[src/rtl/jtag_tap_multi.sv]
// jtag_tap_multi: parametrised IEEE 1149.1 TAP controller with IDCODE,
// BYPASS and NumUser contiguous user DR channels.
//
// Ports
//   tck_i, trst_ni            test clock, async active-low reset
//   tms_i, td_i               TAP mode select and serial data in
//   td_o, tdo_oe_o            serial data out and its enable (falling-edge launch)
//   testmode_i                1 = launch TDO on the rising edge (no inversion)
//   tap_state_o               current state encoding (0..15)
//   test_logic_reset_o .. update_ir_o   state strobes
//   ir_o                      latched instruction
//   user_sel_o                one-hot user channel select
//   user_tdi_o                shared TDI towards the user channels
//   user_tdo_i                serial data back from each user channel
//
// User channels keep their own DR; they qualify capture/shift/update
// strobes with their user_sel_o bit.
module jtag_tap_multi #(
    parameter int unsigned         IrLength       = 5,
    parameter logic [31:0]         IdcodeValue    = 32'h0000_0001,
    parameter logic [IrLength-1:0] IrCaptureValue = 'b00101,
    parameter int unsigned         NumUser        = 2,
    parameter int unsigned         UserIrBase     = 'h10
) (
    input  logic                tck_i,
    input  logic                trst_ni,
    input  logic                tms_i,
    input  logic                td_i,
    output logic                td_o,
    output logic                tdo_oe_o,
    input  logic                testmode_i,
    output logic [3:0]          tap_state_o,
    output logic                test_logic_reset_o,
    output logic                run_test_idle_o,
    output logic                capture_dr_o,
    output logic                shift_dr_o,
    output logic                pause_dr_o,
    output logic                update_dr_o,
    output logic                update_ir_o,
    output logic [IrLength-1:0] ir_o,
    output logic [NumUser-1:0]  user_sel_o,
    output logic                user_tdi_o,
    input  logic [NumUser-1:0]  user_tdo_i
);

    typedef enum logic [3:0] {
        TestLogicReset = 4'd0,
        RunTestIdle    = 4'd1,
        SelectDrScan   = 4'd2,
        CaptureDr      = 4'd3,
        ShiftDr        = 4'd4,
        Exit1Dr        = 4'd5,
        PauseDr        = 4'd6,
        Exit2Dr        = 4'd7,
        UpdateDr       = 4'd8,
        SelectIrScan   = 4'd9,
        CaptureIr      = 4'd10,
        ShiftIr        = 4'd11,
        Exit1Ir        = 4'd12,
        PauseIr        = 4'd13,
        Exit2Ir        = 4'd14,
        UpdateIr       = 4'd15
    } tap_state_e;

    localparam logic [IrLength-1:0] IrIdcode = IrLength'(1);

    tap_state_e          state, state_next;
    logic [IrLength-1:0] ir, ir_shift;
    logic [NumUser-1:0]  user_sel, user_dec;
    logic [31:0]         idcode_shift;
    logic                bypass;
    logic                idcode_sel;
    logic                tdo_mux;
    logic                shifting;
    logic                tck_n, tck_launch;

    // ------------------------------------------------------------------
    // TAP state machine
    // ------------------------------------------------------------------
    always_ff @(posedge tck_i or negedge trst_ni) begin
        if (!trst_ni) state <= TestLogicReset;
        else          state <= state_next;
    end

    always_comb begin
        state_next = state;
        unique case (state)
            TestLogicReset: state_next = tms_i ? TestLogicReset : RunTestIdle;
            RunTestIdle:    state_next = tms_i ? SelectDrScan   : RunTestIdle;
            SelectDrScan:   state_next = tms_i ? SelectIrScan   : CaptureDr;
            CaptureDr:      state_next = tms_i ? Exit1Dr        : ShiftDr;
            ShiftDr:        state_next = tms_i ? Exit1Dr        : ShiftDr;
            Exit1Dr:        state_next = tms_i ? UpdateDr       : PauseDr;
            PauseDr:        state_next = tms_i ? Exit2Dr        : PauseDr;
            Exit2Dr:        state_next = tms_i ? UpdateDr       : ShiftDr;
            UpdateDr:       state_next = tms_i ? SelectDrScan   : RunTestIdle;
            SelectIrScan:   state_next = tms_i ? TestLogicReset : CaptureIr;
            CaptureIr:      state_next = tms_i ? Exit1Ir        : ShiftIr;
            ShiftIr:        state_next = tms_i ? Exit1Ir        : ShiftIr;
            Exit1Ir:        state_next = tms_i ? UpdateIr       : PauseIr;
            PauseIr:        state_next = tms_i ? Exit2Ir        : PauseIr;
            Exit2Ir:        state_next = tms_i ? UpdateIr       : ShiftIr;
            UpdateIr:       state_next = tms_i ? SelectDrScan   : RunTestIdle;
            default:        state_next = TestLogicReset;
        endcase
    end

    assign tap_state_o        = state;
    assign test_logic_reset_o = (state == TestLogicReset);
    assign run_test_idle_o    = (state == RunTestIdle);
    assign capture_dr_o       = (state == CaptureDr);
    assign shift_dr_o         = (state == ShiftDr);
    assign pause_dr_o         = (state == PauseDr);
    assign update_dr_o        = (state == UpdateDr);
    assign update_ir_o        = (state == UpdateIr);
    assign shifting           = (state == ShiftIr) || (state == ShiftDr);

    // ------------------------------------------------------------------
    // Instruction register
    // ------------------------------------------------------------------
    // Decode the shift register so user_sel is registered together with
    // ir and never sees a combinational path from the pads.
    always_comb begin
        user_dec = '0;
        for (int k = 0; k < int'(NumUser); k++) begin
            user_dec[k] = (32'(ir_shift) == (UserIrBase + 32'(k)));
        end
    end

    always_ff @(posedge tck_i or negedge trst_ni) begin
        if (!trst_ni) begin
            ir_shift <= '0;
            ir       <= IrIdcode;
            user_sel <= '0;
        end else begin
            unique case (state)
                TestLogicReset: begin
                    ir_shift <= '0;
                    ir       <= IrIdcode;
                    user_sel <= '0;
                end
                CaptureIr: ir_shift <= IrCaptureValue;
                ShiftIr:   ir_shift <= {td_i, ir_shift[IrLength-1:1]};
                UpdateIr: begin
                    ir       <= ir_shift;
                    user_sel <= user_dec;
                end
                default: ;
            endcase
        end
    end

    assign ir_o       = ir;
    assign user_sel_o = user_sel;
    assign user_tdi_o = td_i;
    assign idcode_sel = (ir == IrIdcode);

    // ------------------------------------------------------------------
    // IDCODE and BYPASS data registers
    // ------------------------------------------------------------------
    always_ff @(posedge tck_i or negedge trst_ni) begin
        if (!trst_ni) begin
            idcode_shift <= IdcodeValue;
            bypass       <= 1'b0;
        end else begin
            unique case (state)
                TestLogicReset: begin
                    idcode_shift <= IdcodeValue;
                    bypass       <= 1'b0;
                end
                CaptureDr: begin
                    if (idcode_sel) idcode_shift <= IdcodeValue;
                    bypass <= 1'b0;
                end
                ShiftDr: begin
                    if (idcode_sel) idcode_shift <= {td_i, idcode_shift[31:1]};
                    bypass <= td_i;
                end
                default: ;
            endcase
        end
    end

    // ------------------------------------------------------------------
    // TDO select and launch
    // ------------------------------------------------------------------
    // Anything that is neither IDCODE nor a user opcode falls back to BYPASS.
    always_comb begin
        tdo_mux = bypass;
        if (state == ShiftIr)  tdo_mux = ir_shift[0];
        else if (idcode_sel)   tdo_mux = idcode_shift[0];
        else if (|user_sel)    tdo_mux = |(user_sel & user_tdo_i);
    end

    // Launch clock: inverted TCK in mission mode so TDO changes half a
    // cycle ahead of the capturing rising edge; plain TCK under DFT so the
    // launch flops sit in the same clock domain as the rest of the scan.
    assign tck_n      = ~tck_i;
    assign tck_launch = testmode_i ? tck_i : tck_n;

    always_ff @(posedge tck_launch or negedge trst_ni) begin
        if (!trst_ni) begin
            td_o     <= 1'b0;
            tdo_oe_o <= 1'b0;
        end else begin
            tdo_oe_o <= shifting;
            if (shifting) td_o <= tdo_mux;
        end
    end

endmodule
[config.mk]
export PLATFORM = sky130hd
export DESIGN_NAME = jtag_tap_multi
export DESIGN_NICKNAME = d
export VERILOG_FILES = /design/src/rtl/jtag_tap_multi.sv
export SDC_FILE = /design/constraint.sdc
export NUM_CORES = 1
export LEC_CHECK = 0
export CAP_MARGIN = 5
export CELL_PAD_IN_SITES_DETAIL_PLACEMENT = 2
export CELL_PAD_IN_SITES_GLOBAL_PLACEMENT = 2
export CORE_AREA = 3 3 91 93
export DETAILED_ROUTE_END_ITERATION = 16
export DIE_AREA = 0 0 94 96
export GPL_TIMING_DRIVEN = 0
export PLACE_DENSITY_LB_ADDON = 0.12
export SYNTH_ARGS = -nofsm -noshare
export SYNTH_HDL_FRONTEND = slang
export SYNTH_SLANG_ARGS = --single-unit
[constraint.sdc]
create_clock -name tck_i -period 2.3 [get_ports tck_i]
set_input_delay 0.23 -clock tck_i [delete_from_list [all_inputs] [get_ports tck_i]]
set_output_delay 0.23 -clock tck_i [all_outputs]
set_load 0.005 [all_outputs]
Word-level counts from Yosys, hierarchy flattened
Cells that the tools add are included.
Operators by class
  multiplexer cells: 24
  equality and inequality tests: 20
  bitwise logic cells: 2
  reduce and logical (&&, ||, !) cells: 13
Operators with widths (number)
  $pmux 32 s3: 1
  $mux 32: 2
  $pmux 4 s12: 1
  $eq 4x4->1 const B: 8
  $eq 4x3->1 const B: 4
  $mux 4: 4
  $pmux 5 s3: 1
  $eq 5x5->1 const B: 2
  $pmux 5 s2: 1
  $reduce_or 2->1: 5
  $eq 4x2->1 const B: 2
  $mux 1: 7
  $mux 2: 3
  $mux 3: 2
  $reduce_bool 3->1: 2
  $eq 5x1->1 const B: 1
  $eq 4x1->1 const B: 1
  $logic_not 4->1: 1
  $ne 2x1->1 const B: 2
  $pmux 2 s2: 1
  $reduce_bool 2->1: 2
  $reduce_and 3->1: 1
  $reduce_or 3->1: 1
  $and 2x2->2: 1
  other kinds (3): 3
Word-level totals
  input bits: 7
  logic and storage cells: 67
  output and inout bits: 21
  bits in registers: 51

Depth between registers and ports, before layout
  depth after elaboration: 5
  mapped depth: 7
  mapped depth without buffers: 6

==> impl_results.md <==
- Largest net degree at the start of global routing: 31
- Initial antenna violation count: 0
- Routed wire length: roughly 8100 um
- GRT Resource Usage Total: 0.179
- Setup CP Type: register to output pin
- CP max stage delay: about 0.37 ns
- Port buffer count: 26
- Yosys cell types: 43
- Syn nets: 271
- Grt met3 use: 0.0407
- Delay-heaviest family, CP: flip-flops
- Die Height: 96 um
- Rows: 32
- Worst-path cell chain: buf_2
- CP endpoint kind: output pin
- Layout cells sized above 1: 0.413
- Largest family of logic cells by synthesized area: simple AND/OR/NAND/NOR gates
- Worst Hold Class: primary input to register
- Final setup fails: 4
- Initial cell density of the core: 0.354
- Buf/Inv on CP: 1
- R2r setup slk: -0.10 ns
- Lkg Pwr: 1.47 nW
- Post-Syn Area: around 2700 um^2
- Maximum vdd drop: around 0.67 mV
- CP endpoint: td_o
- R2r worst-path depth: 4
- Setup TNS: -0.604 ns
- Sequential-to-total area share from yosys stat: 0.474
- Met2 GRT Util: 0.308
- Max Cap Viol: 0
- Worst-Margin Slew: ~0.73 ns
- Post-route ant nets: 0
- Vias: 2254
- Critical R2R Capture: td_o$_DFFE_PN0P_
- Syn. warnings: 0
- Routability Congestion: between 0.7 and 0.8
- Required time worst endpoint: just over 2 ns
- Failing checks: negative setup slack
- Hold Fails Final Rpt: 0
- Post-Synth Adder-Cell Area: 0
- Die W: approximately 94 um
- #FFs+latches synth: 51
- Crit path from: td_o$_DFFE_PN0P_
- Worst r2r src: tap_state_o[2]$_DFF_PN0_
- Unrepaired setup endpoints after global routing: yes
- Final nets: roughly 340
- Global-route wire length before repair: between 10000 and 15000 um
- CTS tree: built
- Simple logic cell fraction of the synthesized area: 0.250
- Number of global-route vias before repair: ~2500
- Clock-pin slew on the worst setup and hold paths: ~0.090 ns
- I/O pin total: 28
- Die footprint: 9020 um^2
- Compound-Gate Fraction of Synth Area: 0.204
- Slowest cell on the critical path: dfrtp_1
- Setup crit start kind: register
- Critical path arrival: around 2.3 ns
- Slew Viols, Final: 0
- Setup WS post-layout: -0.242 ns
- Total grt overflow: 0
- Met1 Use GR: 0.216
- Outcome: finished, violations left
- HPWL Detailed: 4960 um
- Synth Area in XOR/XNOR: 0.00650
- Clk Latency, worst-skew pair: between 0.6 and 0.7 ns
- Pre-antenna DRT Iters: 4
- Avg Inst Size Synth: 10.2 um^2
- Area grow syn2layout: 30.9%
- Core area: ~7600 um^2
- Power per standard cell area: 1210 nW/um^2
- Fin util: 0.464
- DRC: 0
- WP depth: 1
- Worst rel slew slack: 0.513
- Routed vias/inst: between 5 and 6
- Initial detailed-routing violation count: 75
- # diodes: 0
- Wire per inst: 18.7 um
- Synth Instances: 264
- Clock Skew: 0.132 ns
- Fillcell total: approximately 810
- CP Max Fanout: 2
- Multiplexer area fraction after synthesis: 0
- Busiest grt layer: met2
-- Yosys cell counts --
cell	n	area share
buf_2	7	0.013
a311oi_1	1	0.0033
o41ai_1	1	0.0033
buf_6	6	0.025
and3b_1	1	0.0033
nor3_1	3	0.0056
nor2b_1	2	0.0046
xnor2_1	2	0.0065
nand2b_1	5	0.012
o21ai_1	7	0.013
clkinv_4	1	0.0033
nand2_1	46	0.064
a21oi_2	1	0.0033
nor2_1	9	0.013
or3_4	1	0.0042
and4bb_4	1	0.0060
or2_2	1	0.0023
a22oi_1	1	0.0028
buf_1	2	0.0028
nor4b_1	2	0.0065
inv_1	5	0.0070
or3_1	1	0.0023
a31oi_1	1	0.0023
dfrtp_1	49	0.45
a21oi_1	6	0.011
dfstp_2	2	0.019
buf_4	1	0.0028
nor3b_1	2	0.0056
o311a_1	1	0.0037
a22o_1	7	0.023
nand3_1	6	0.011
and4_1	1	0.0033
clkbuf_1	7	0.0098
o21ai_0	5	0.0093
o211ai_4	1	0.0079
a221oi_1	1	0.0033
o21bai_1	1	0.0028
nand3_2	28	0.10
o22ai_1	5	0.012
o21ai_2	31	0.10
nand4b_1	1	0.0033
o21a_1	1	0.0028
inv_2	1	0.0014
-- report_power, final --
part | internal [mW] | total (mW) | switching [mW]
logic | 0.964 | 2.16 | 1.19
registers | 1.07 | 1.22 | 0.152
clock network | 0.490 | 0.886 | 0.396
total | 2.52 | 4.26 | 1.74
-- flip-flops by register name (all words and copies together), names as in the netlist --
name and count:
td_o 1, tdo_oe_o 1, tap_state_o 4, bypass 1, ir_o 5, ir_shift 5
idcode_shift 32, user_sel_o 2
-- layer usage --
layer | wire [um] | share of wire
met1 | 3650 | 0.45
met2 | 4090 | 0.51
met3 | 149 | 0.018
met4 | 178 | 0.022
met5 | 0 | 0
-- how the worst min path moves through the flow --
stage | depth (start not counted) | startpoint | end
4_1_cts | 3 | tms_i | tap_state_o[0]$_DFF_PN0_
6_report | 2 | tms_i | tap_state_o[0]$_DFF_PN0_
3_5_place_dp | 1 | trst_ni | idcode_shift[9]$_DFFE_PN0P_
2_1_floorplan | 0 | trst_ni | bypass$_DFFE_PN0P_
3_3_place_gp | 2 | idcode_shift[15]$_DFFE_PN0P_ | idcode_shift[15]$_DFFE_PN0P_
5_1_grt | 3 | tms_i | tap_state_o[0]$_DFF_PN0_
-- cell type report --
cell class	instances	area, um^2	area share
Clock inverter	2	10.0	0.00284
Sequential cell	51	1280	0.363
Timing Repair Buffer	51	442	0.125
Buffer	22	179	0.0507
Multi-Input combinational cell	183	1280	0.362
Inverter	7	41.3	0.0117
Tap cell	102	128	0.0362
Clock buffer	13	169	0.0479
-- per-stage QoR --
step                      hold slack [ns]  worst slack, ns  instance area (um^2)  power, mW  cells
after floorplan                   -0.0656           -0.158                  2720       2.36    264
after global routing                0.213           -0.358                  3530       4.54    431
after global placement              0.488            -1.86                  3100       2.99    392
after detailed placement            0.257           -0.566                  3120       3.02    393
final                               0.151           -0.242                  3530       4.26    431
after CTS                           0.136           -0.304                  3430       4.10    420
-- timing repair --
item | 4_1_cts | 5_1_grt
gates resized for setup | 35 | 5
setup buffers | 12 | 11
pin swaps | 4 | 4
endpoints found under the hold margin | 21 | 0
hold buffers | 1 | 0
setup endpoints to repair | 10 | 6
-- placed cells by master (no fill, tap or decap), types with 5 or more instances in the layout --
cell and n:
nand3_2 28, buf_4 25, clkdlybuf4s50_1 18, o21ai_0 5, clkbuf_4 6, dlygate4sd2_1 5, o21ai_1 6, a22o_1 7
nand2_1 44, o22ai_1 5, inv_1 5, a21oi_1 6, buf_6 7, nand3_1 6, nor2_1 8, dfrtp_1 47
buf_2 5, clkbuf_8 12, o21ai_2 32
-- logic make-up after synthesis --
group / Yosys count
xor gates and xnor gates: 2
DFF: 51
buffers and inverters: 30
AOI/OAI and AO/OA: 71
and+or+nand+nor: 110
Power figures use the tool's default switching activity.
